<file path="config.mk">
export PLATFORM = sky130hd
export DESIGN_NAME = id_stage_ctrl
export DESIGN_NICKNAME = d
export VERILOG_FILES = /design/src/rtl/pipeline_pkg.sv /design/src/rtl/id_fmt_decode.sv /design/src/rtl/id_stage_ctrl.sv
export SDC_FILE = /design/constraint.sdc
export NUM_CORES = 1
export LEC_CHECK = 0
export ABC_AREA = 1
export BUFFER_PORTS_ARGS = -buffer_cell sky130_fd_sc_hd__buf_2
export CORE_MARGIN = 1
export CORE_UTILIZATION = 40
export CTS_CLUSTER_SIZE = 25
export DETAILED_ROUTE_END_ITERATION = 8
export PLACE_DENSITY_LB_ADDON = 0.1
export REMOVE_ABC_BUFFERS = 1
export SLEW_MARGIN = 25
export SYNTH_ARGS = -nofsm -noshare
export SYNTH_HDL_FRONTEND = slang
export SYNTH_SLANG_ARGS = --single-unit
</file>
<file path="constraint.sdc">
create_clock -name clk -period 4.8 [get_ports clk]
set_input_delay 0.24 -clock clk [delete_from_list [all_inputs] [get_ports clk]]
set_output_delay 0.24 -clock clk [all_outputs]
set_load 0.01 [all_outputs]
</file>
<file path="src/rtl/pipeline_pkg.sv">
// ============================================================================
// Module   : pipeline_pkg
// Brief    : Shared RV32I opcode, immediate-format and ID-stage FSM encodings.
// Revision : 1.0 - initial release
// ============================================================================
`default_nettype none

package pipeline_pkg;

  localparam logic [6:0] OP_IMM = 7'b0010011;
  localparam logic [6:0] LOAD   = 7'b0000011;
  localparam logic [6:0] JALR   = 7'b1100111;
  localparam logic [6:0] STORE  = 7'b0100011;
  localparam logic [6:0] BRANCH = 7'b1100011;
  localparam logic [6:0] JAL    = 7'b1101111;
  localparam logic [6:0] LUI    = 7'b0110111;
  localparam logic [6:0] AUIPC  = 7'b0010111;
  localparam logic [6:0] OP     = 7'b0110011;

  localparam logic [2:0] FMT_R   = 3'd0;
  localparam logic [2:0] FMT_I   = 3'd1;
  localparam logic [2:0] FMT_S   = 3'd2;
  localparam logic [2:0] FMT_B   = 3'd3;
  localparam logic [2:0] FMT_U   = 3'd4;
  localparam logic [2:0] FMT_J   = 3'd5;
  localparam logic [2:0] FMT_ILL = 3'd7;

  localparam int FLUSH_CNT_W = 3;

  typedef enum logic [0:0] {
    ST_RUN   = 1'b0,
    ST_FLUSH = 1'b1
  } id_state_e;

endpackage

`default_nettype wire

</file>
<file path="src/rtl/id_fmt_decode.sv">
// ============================================================================
// Module   : id_fmt_decode
// Brief    : Opcode to immediate format / register-use / legality decode.
// Revision : 1.0 - initial release
// ============================================================================
`default_nettype none

module id_fmt_decode
  import pipeline_pkg::*;
(
  input  logic [6:0] i_opcode,
  output logic [2:0] o_imm_fmt,
  output logic       o_uses_rs1,
  output logic       o_uses_rs2,
  output logic       o_illegal
);

  always_comb begin
    o_imm_fmt = FMT_ILL;
    case (i_opcode)
      OP_IMM, LOAD, JALR: o_imm_fmt = FMT_I;
      STORE:              o_imm_fmt = FMT_S;
      BRANCH:             o_imm_fmt = FMT_B;
      LUI, AUIPC:         o_imm_fmt = FMT_U;
      JAL:                o_imm_fmt = FMT_J;
      OP:                 o_imm_fmt = FMT_R;
      default:            o_imm_fmt = FMT_ILL;
    endcase
  end

  assign o_illegal  = (o_imm_fmt == FMT_ILL);
  assign o_uses_rs1 = !((o_imm_fmt == FMT_U) || (o_imm_fmt == FMT_J) || (o_imm_fmt == FMT_ILL));
  assign o_uses_rs2 = (o_imm_fmt == FMT_R) || (o_imm_fmt == FMT_S) || (o_imm_fmt == FMT_B);

endmodule

`default_nettype wire

</file>
<file path="src/rtl/id_stage_ctrl.sv">
// ============================================================================
// Module   : id_stage_ctrl
// Brief    : RV32I decode-stage controller: IF/ID register, load-use stall,
//            redirect flush. Optional perf counters under ID_PERF_CNT_EN.
// Revision : 1.0 - initial release
// ============================================================================
`default_nettype none

module id_stage_ctrl
  import pipeline_pkg::*;
#(
  parameter int FLUSH_CYCLES = 1,
  parameter int XLEN         = 32
) (
  input  logic            clk,
  input  logic            rst,
  input  logic            if_valid,
  input  logic [XLEN-1:0] if_instr,
  input  logic [XLEN-1:0] if_pc,
  output logic            if_ready,
  input  logic            id_ready,
  input  logic            ex_valid,
  input  logic            ex_mem_read,
  input  logic [4:0]      ex_rd,
  input  logic            ex_redirect,
  output logic            id_valid,
  output logic [XLEN-1:0] id_instr,
  output logic [XLEN-1:0] id_pc,
  output logic [6:0]      id_opcode,
  output logic [2:0]      id_imm_fmt,
  output logic            id_illegal,
  output logic            id_issue,
  output logic            id_bubble
`ifdef ID_PERF_CNT_EN
  ,
  output logic [31:0]     perf_stall_cnt,
  output logic [31:0]     perf_flush_cnt
`endif
);

  localparam logic [FLUSH_CNT_W-1:0] c_flush_init =
    FLUSH_CNT_W'((FLUSH_CYCLES > 0) ? (FLUSH_CYCLES - 1) : 0);

  id_state_e              r_state;
  id_state_e              w_state_nxt;
  logic [FLUSH_CNT_W-1:0] r_flush_cnt;
  logic [FLUSH_CNT_W-1:0] w_flush_cnt_nxt;
  logic                   r_valid;
  logic [XLEN-1:0]        r_instr;
  logic [XLEN-1:0]        r_pc;
  logic [2:0]             w_fmt;
  logic                   w_uses_rs1;
  logic                   w_uses_rs2;
  logic                   w_illegal;
  logic                   w_hz;
  logic                   w_load;

  id_fmt_decode u_fmt_decode (
    .i_opcode   (r_instr[6:0]),
    .o_imm_fmt  (w_fmt),
    .o_uses_rs1 (w_uses_rs1),
    .o_uses_rs2 (w_uses_rs2),
    .o_illegal  (w_illegal)
  );

  // Load-use: the EX load's result is not forwardable in time for a source here.
  assign w_hz = r_valid & ex_valid & ex_mem_read & (ex_rd != 5'd0) &
                ((w_uses_rs1 & (ex_rd == r_instr[19:15])) |
                 (w_uses_rs2 & (ex_rd == r_instr[24:20])));

  always_comb begin
    w_state_nxt     = r_state;
    w_flush_cnt_nxt = r_flush_cnt;
    id_issue        = r_valid & ~w_hz & id_ready & ~ex_redirect;
    id_bubble       = w_hz & ~ex_redirect;
    if_ready        = 1'b0;
    w_load          = 1'b0;
    case (r_state)
      ST_RUN: begin
        if_ready = ~ex_redirect & (~r_valid | id_issue);
        w_load   = if_valid & if_ready;
        if (ex_redirect && (FLUSH_CYCLES > 0)) begin
          w_state_nxt     = ST_FLUSH;
          w_flush_cnt_nxt = c_flush_init;
        end
      end
      ST_FLUSH: begin
        // Wrong-path fetch data is consumed and dropped.
        if_ready = 1'b1;
        if (ex_redirect) begin
          w_flush_cnt_nxt = c_flush_init;
        end else if (r_flush_cnt == '0) begin
          w_state_nxt = ST_RUN;
        end else begin
          w_flush_cnt_nxt = r_flush_cnt - FLUSH_CNT_W'(1);
        end
      end
      default: w_state_nxt = ST_RUN;
    endcase
  end

  always_ff @(posedge clk) begin
    if (rst) begin
      r_state     <= ST_RUN;
      r_flush_cnt <= '0;
    end else begin
      r_state     <= w_state_nxt;
      r_flush_cnt <= w_flush_cnt_nxt;
    end
  end

  always_ff @(posedge clk) begin
    if (rst) begin
      r_valid <= 1'b0;
      r_instr <= '0;
      r_pc    <= '0;
    end else if (ex_redirect) begin
      r_valid <= 1'b0;
    end else if (w_load) begin
      r_valid <= 1'b1;
      r_instr <= if_instr;
      r_pc    <= if_pc;
    end else if (id_issue) begin
      r_valid <= 1'b0;
    end
  end

  assign id_valid   = r_valid;
  assign id_instr   = r_instr;
  assign id_pc      = r_pc;
  assign id_opcode  = r_instr[6:0];
  assign id_imm_fmt = w_fmt;
  assign id_illegal = r_valid & w_illegal;

`ifdef ID_PERF_CNT_EN
  logic [31:0] r_stall_cnt;
  logic [31:0] r_flush_evt_cnt;

  always_ff @(posedge clk) begin
    if (rst) begin
      r_stall_cnt     <= '0;
      r_flush_evt_cnt <= '0;
    end else begin
      if (id_bubble && (r_stall_cnt != 32'hFFFF_FFFF)) begin
        r_stall_cnt <= r_stall_cnt + 32'd1;
      end
      if (ex_redirect && (r_flush_evt_cnt != 32'hFFFF_FFFF)) begin
        r_flush_evt_cnt <= r_flush_evt_cnt + 32'd1;
      end
    end
  end

  assign perf_stall_cnt = r_stall_cnt;
  assign perf_flush_cnt = r_flush_evt_cnt;
`endif

endmodule

`default_nettype wire

</file>
Word level (Yosys, flattened, before mapping)
Index checks and enable logic that the tools add are counted.
Storage, ports and cells
  bits of input ports: 76
  logic and storage cells: 70
  output and inout port bits: 79
  bits in registers: 69
Cells by class
  reduce and logical (&&, ||, !) cells: 14
  mux-type cells: 13
  eq/ne operators: 18
  add/subtract/negate cells: 1
  bitwise gates (word level): 19
Operators with widths (count)
  7-bit by 6-bit equality test with 1-bit output, second input constant: 3
  7-bit equality test, second input constant: 3
  3-bit case mux with 6 select lines: 1
  7-bit by 5-bit equality test with 1-bit output, second input constant: 2
  1-bit AND: 13
  5-bit equality test: 2
  3-bit equality test, second input constant: 3
  3-bit two-way mux: 3
  7-bit by 2-bit equality test with 1-bit output, second input constant: 1
  3-bit by 2-bit equality test with 1-bit output, second input constant: 2
  3-bit zero test: 2
  1-bit two-way mux: 6
  3-bit case mux with 2 select lines: 1
  5-bit nonzero test: 1
  1-bit logical OR: 4
  1-bit inverter: 4
  1-bit case mux with 2 select lines: 2
  2-bit AND reduction: 2
  2-bit OR reduction: 2
  3-bit inequality test, second input constant: 1
  3-bit OR reduction: 1
  3-bit by 1-bit subtractor with 3-bit output, second input constant: 1
  2-bit inequality test, second input constant: 1
  1-bit OR: 2
  other kinds (2): 2

Longest topological paths before layout
  word-level depth: 19
  mapped depth: 17

Hierarchy
Synthesis repeated with hierarchy kept, for this count alone.
Second synthesis, totals
  cell total of the unflattened synthesis: 682
  area total of the unflattened synthesis: 4065.1 um2
Modules (own cells, without submodules)
  id_stage_ctrl: sequential area each 1381.3 um2, instances 1, cells each 644, area an instance 3857.4 um2
  id_fmt_decode: sequential area each 0.0 um2, instances 1, cells each 38, area an instance 207.7 um2

Worst setup path after synthesis
OpenSTA, ideal clock, no wires.
  kind: flip-flop to flip-flop
  from: register r_instr[1] (netlist: id_instr[1])
  to: register r_instr[0] (netlist: id_instr[0])
  period minus slack after synthesis: 1.739 ns
  stages on the path, launching flop included: 15
  path slack: 3.061 ns
  path buffers: 2
  arrival: 1.629 ns
  required time: 4.690 ns
  cells stage by stage: dfxtp_1 -> nand2_1 -> nand3b_1 -> nand2_1 -> o21bai_2 -> nor2_1 -> nand2_1 -> nand2_1 -> nand2_2 -> nand3_2 -> buf_6 -> buf_6 -> nand2_1 -> inv_2 -> nor2_1
On the way
  longest elaborated chain between the ends: 19
  elaborated cells on any way between the ends: 36
  classes of those cells: 14 x eq/ne; 2 x mux; 11 x bitwise; 9 x reduce/logical
Ends and longest elaborated chain
  start, declared: line id_stage_ctrl.sv:49  | logic [XLEN-1:0] r_instr;
  start signal, assigned: line id_stage_ctrl.sv:121  | r_instr <= if_instr;
  7-bit by 5-bit equality test with 1-bit output (tied with other cells): line id_fmt_decode.sv:20  | case (i_opcode)
  3-bit OR reduction / 2-bit OR reduction (equally long branches): line id_fmt_decode.sv:20
  3-bit case mux with 6 select lines *: line id_fmt_decode.sv:20
  net id_imm_fmt[2]: line id_stage_ctrl.sv:30  | output logic [2:0] id_imm_fmt,
  3-bit equality test: line id_fmt_decode.sv:32  | assign o_uses_rs1 = !((o_imm_fmt == FMT_U) || (o_imm_fmt == FMT_J) || (o_imm_fmt == FMT_ILL));
  1-bit logical OR (2 in series): line id_fmt_decode.sv:32
  1-bit zero test: line id_fmt_decode.sv:32
  1-bit AND: line id_stage_ctrl.sv:68  | ((w_uses_rs1 & (ex_rd == r_instr[19:15])) |
  1-bit OR *: line id_stage_ctrl.sv:68
  1-bit AND *: line id_stage_ctrl.sv:67  | assign w_hz = r_valid & ex_valid & ex_mem_read & (ex_rd != 5'd0) &
  1-bit inverter *: line id_stage_ctrl.sv:74  | id_issue = r_valid & ~w_hz & id_ready & ~ex_redirect;
  1-bit AND * (3 in series): line id_stage_ctrl.sv:74
  1-bit OR *: line id_stage_ctrl.sv:80  | if_ready = ~ex_redirect & (~r_valid | id_issue);
  1-bit AND *: line id_stage_ctrl.sv:80
  1-bit AND *: line id_stage_ctrl.sv:81  | w_load = if_valid & if_ready;
  1-bit two-way mux *: line id_stage_ctrl.sv:78  | case (r_state)
  2-bit AND reduction (no source line) *
Mark *: on every way through the listed nets, which the timed path passes. The rest lies on a longest branch.
A chain may end at the register's enable or synchronous reset.

Worst setup path after layout
  from: register r_instr[1] (netlist: id_instr[1])
  to: register r_instr[11] (netlist: id_instr[11])
On the way
  longest elaborated chain between the ends: 19
  elaborated cells on any way between the ends: 36
  classes of those cells: 14 x eq/ne; 2 x mux; 11 x bitwise; 9 x reduce/logical
Ends and longest elaborated chain (line)
  7-bit by 5-bit equality test with 1-bit output (tied with other cells): id_fmt_decode.sv:20
  3-bit OR reduction / 2-bit OR reduction (equally long branches): id_fmt_decode.sv:20
  3-bit case mux with 6 select lines *: id_fmt_decode.sv:20
  3-bit equality test: id_fmt_decode.sv:32
  1-bit logical OR (2 in series): id_fmt_decode.sv:32
  1-bit zero test: id_fmt_decode.sv:32
  1-bit AND: id_stage_ctrl.sv:68
  1-bit OR *: id_stage_ctrl.sv:68
  1-bit AND *: id_stage_ctrl.sv:67
  1-bit inverter *: id_stage_ctrl.sv:74
  1-bit AND * (3 in series): id_stage_ctrl.sv:74
  1-bit OR *: id_stage_ctrl.sv:80
  1-bit AND *: id_stage_ctrl.sv:80
  1-bit AND *: id_stage_ctrl.sv:81
  1-bit two-way mux *: id_stage_ctrl.sv:78
  2-bit AND reduction (no source line) *
Mark *: on every way between the ends. The rest lies on a longest branch, timed or not.

==> out/qor.yml <==
status:
  outcome: "finished, final reports clean"
global_routing:
  grt_use_total_pct: 19.15
  grt_antenna_before_repair: 0
  grt_pass1_vias: 3578
  grt_max_degree: 69
  gr-total-overflow: 0
  grt_first_pass_wirelength_um: 15770
synth:
  synth_edf_count: 0
  synth_top_area_share_pct: 35.03
  synth_seq_cells: 69
  yosys_most_used_dff: "dfxtp_1"
  seq_area_frac_synth_pct: 35.03
  avgSynthCellArea_sq_um: 6.058
  syn_area_sq_mm: 0.003944
  syn_inst: 651
  synth_most_common_cell: "inv_1"
  ys_types: 23
  synth_area_leader_cell: "dfxtp_1"
  async_flop_share_pct: 0
  ys_top_cells_by_count: "inv_1 (179), nand2_1 (157), nor2_1 (86), dfxtp_1 (69), nand4_1 (66)"
  yosysWarnings: 0
  synth_area_leaders: "dfxtp_1 (35%), inv_1 (17%), nand2_1 (15%)"
power_and_ir_drop:
  power.density_mw_per_mm2: 284.6
  peakVddDrop_uv: 168.2
  p_leak_nw: 2.997
min_path:
  min_path_type: "in2reg"
  holdPathStages: 2
  hp-start: "rst"
timing:
  skew_ps: 9.828
  tightest_slew_ps: 763.7
  setup_viol: 0
  finalCriticalPeriod_ps: 3311
  fin_tns_setup_ps: 0
  fmax_ghz: 0.3020
  maxSlewHeadroom_pct: 49.09
  drv_slew: 0
  fin_crit_sh_pct: 68.97
  rsz0062_at_grt: "false"
  holdWs_ps: 145.0
  finalHoldViolCount: 0
place:
  hpwlAfterDp_um: 6207
  gp_congestion: 0.7593
  port_buffers: 154
worst_setup_path:
  worstReg2RegStart: "id_instr[1]"
  cp-end-kind: "flip-flop"
  r2r_cells: 16
  r2r-end: "id_instr[11]"
  critPathCapture: "id_instr[11]"
  required_ps: 5070
  crit_type: "reg2reg"
  startpoint_type: "flip-flop"
  path_max_fanout: 67
  worst_ep_arrival_time_ps: 3580
  rrSetupSlack_ps: 1490
  startpoint: "id_instr[1]"
clocking:
  cts_resized: 0
  cts_tree: "yes"
  cts.sinks: 69
  path_clk_slew_ps: 70
  clock_path_buffers: 2
  cts_root_buf: "clkbuf_8"
  cts_max_level: 3
  hold_buffers: 0
  cts_buffers: 9
  clock_latency_ps: 340
  cts_setup_buffers: 0
detailed_routing:
  dr.pass1.iters: 4
  drt-initial-drc-count: 142
  ant_nets: 0
  drcViolationCount: 0
  viasPerCell: 4.354
  routed_wirelength_um: 9748
  vias: 3975
  wire_per_inst_um: 10.68
floorplanning:
  io_pins: 155
  die_y_um: 101.3
  placementRows: 35
  initial_core_util_pct: 41.89
  coreArea_sq_mm: 0.009415
  die_w_um: 101.3
  dieArea_sq_mm: 0.01026
cells_and_area:
  multi_input_area_sq_mm: 0.001534
  diodes: 0
  seqCellArea_sq_mm: 0.001381
  drive_gt1_share_pct: 25.64
  synthToLayoutAreaGrowth_pct: 22.72
  fillers: 1002
  fin_nets: 857
job:
  cap_viol_max_count: 0
-- how the worst min path moves through the flow --
stage / endpoint / slack, ps
after global placement: r_flush_cnt[2] / 450
final: r_flush_cnt[1] / 140
after global routing: r_flush_cnt[1] / 130
after CTS: r_flush_cnt[1] / 120
after floorplan: r_flush_cnt[1] / 310
after detailed placement: r_flush_cnt[2] / 460
-- power by group --
| part | leakage (nW) | total [W] | switching [W] | internal (W) |
|---|---|---|---|---|
| registers | 0.567 | 0.000633 | 0.0000236 | 0.000610 |
| logic | 2.34 | 0.000274 | 0.000164 | 0.000110 |
| clock network | 0.0919 | 0.000471 | 0.000214 | 0.000256 |
| total | 3.00 | 0.00138 | 0.000402 | 0.000975 |
-- area by class of cell --
type / instances / area share (%)
tap: 129 / 3.335
multi-input combinational: 335 / 31.70
inverter: 206 / 16.03
clock inverter: 1 / 0.6205
sequential: 69 / 28.54
clock buffer: 15 / 3.232
timing repair buffer: 158 / 16.55
-- per-layer routing --
| layer | share of wire, % | wire (um) | vias up | GRT usage (%) |
|---|---|---|---|---|
| li1 | - | - | 2124 | - |
| met1 | 47 | 4614 | 1735 | 23.14 |
| met5 | 0 | 0 | - | 0 |
| met3 | 5.6 | 549 | 12 | 5.107 |
| met4 | 1.5 | 148 | 0 | 6.355 |
| met2 | 45 | 4435 | 104 | 32.97 |
-- metrics by stage --
stage / area, sq um / std cells / total power (W) / utilization, % / setup slack (ps)
floorplan: 3681 / 610 / 0.0008107 / - / 887.3
global placement: 4651 / 897 / 0.0009166 / 49.40 / 1600
detailed placement: 4653 / 897 / 0.0009212 / 49.42 / 1492
CTS: 4840 / 913 / 0.001398 / 51.40 / 1456
global route: 4840 / 913 / 0.001460 / 51.40 / 1146
finish: 4840 / 913 / 0.001378 / 51.40 / 1489
-- critical path, stage by stage (launching register included) --
cell,delay (ps)
dfxtp_1,370
nand2_1,140
nor2_1,170
nand2_1,80
nand2_2,80
nand2_1,50
nand2_1,60
nand2_1,40
nand2_1,80
nand2_1,80
nand2_2,60
buf_4,570
nand3_2,690
buf_4,500
nand2_1,120
inv_2,30
nor2_1,100
-- registers in the layout, summed over array words and instances (netlist names) --
register	cells
id_pc	32
id_valid	1
id_instr	32
r_state	1
r_flush_cnt	3
-- cells by family after synthesis --
logic type	share of synthesized area, %
flops	35.03
xor+xnor	1.999
buf+inv	26.27
fa+ha+maj	0.6344
compound gates	0.5393
simple gates	35.53
-- cells in the final DEF, fill, tap and decap left out, drive strengths merged, types with 3 or more instances in the layout --
cell	instances
inv	206
nand2	159
buf	158
nor2	86
dfxtp	69
nand4	66
clkbuf	15
xnor2	6
nand3	5
nand3b	3
xor2	3
Note: power is estimated with default switching activity, not from simulation.
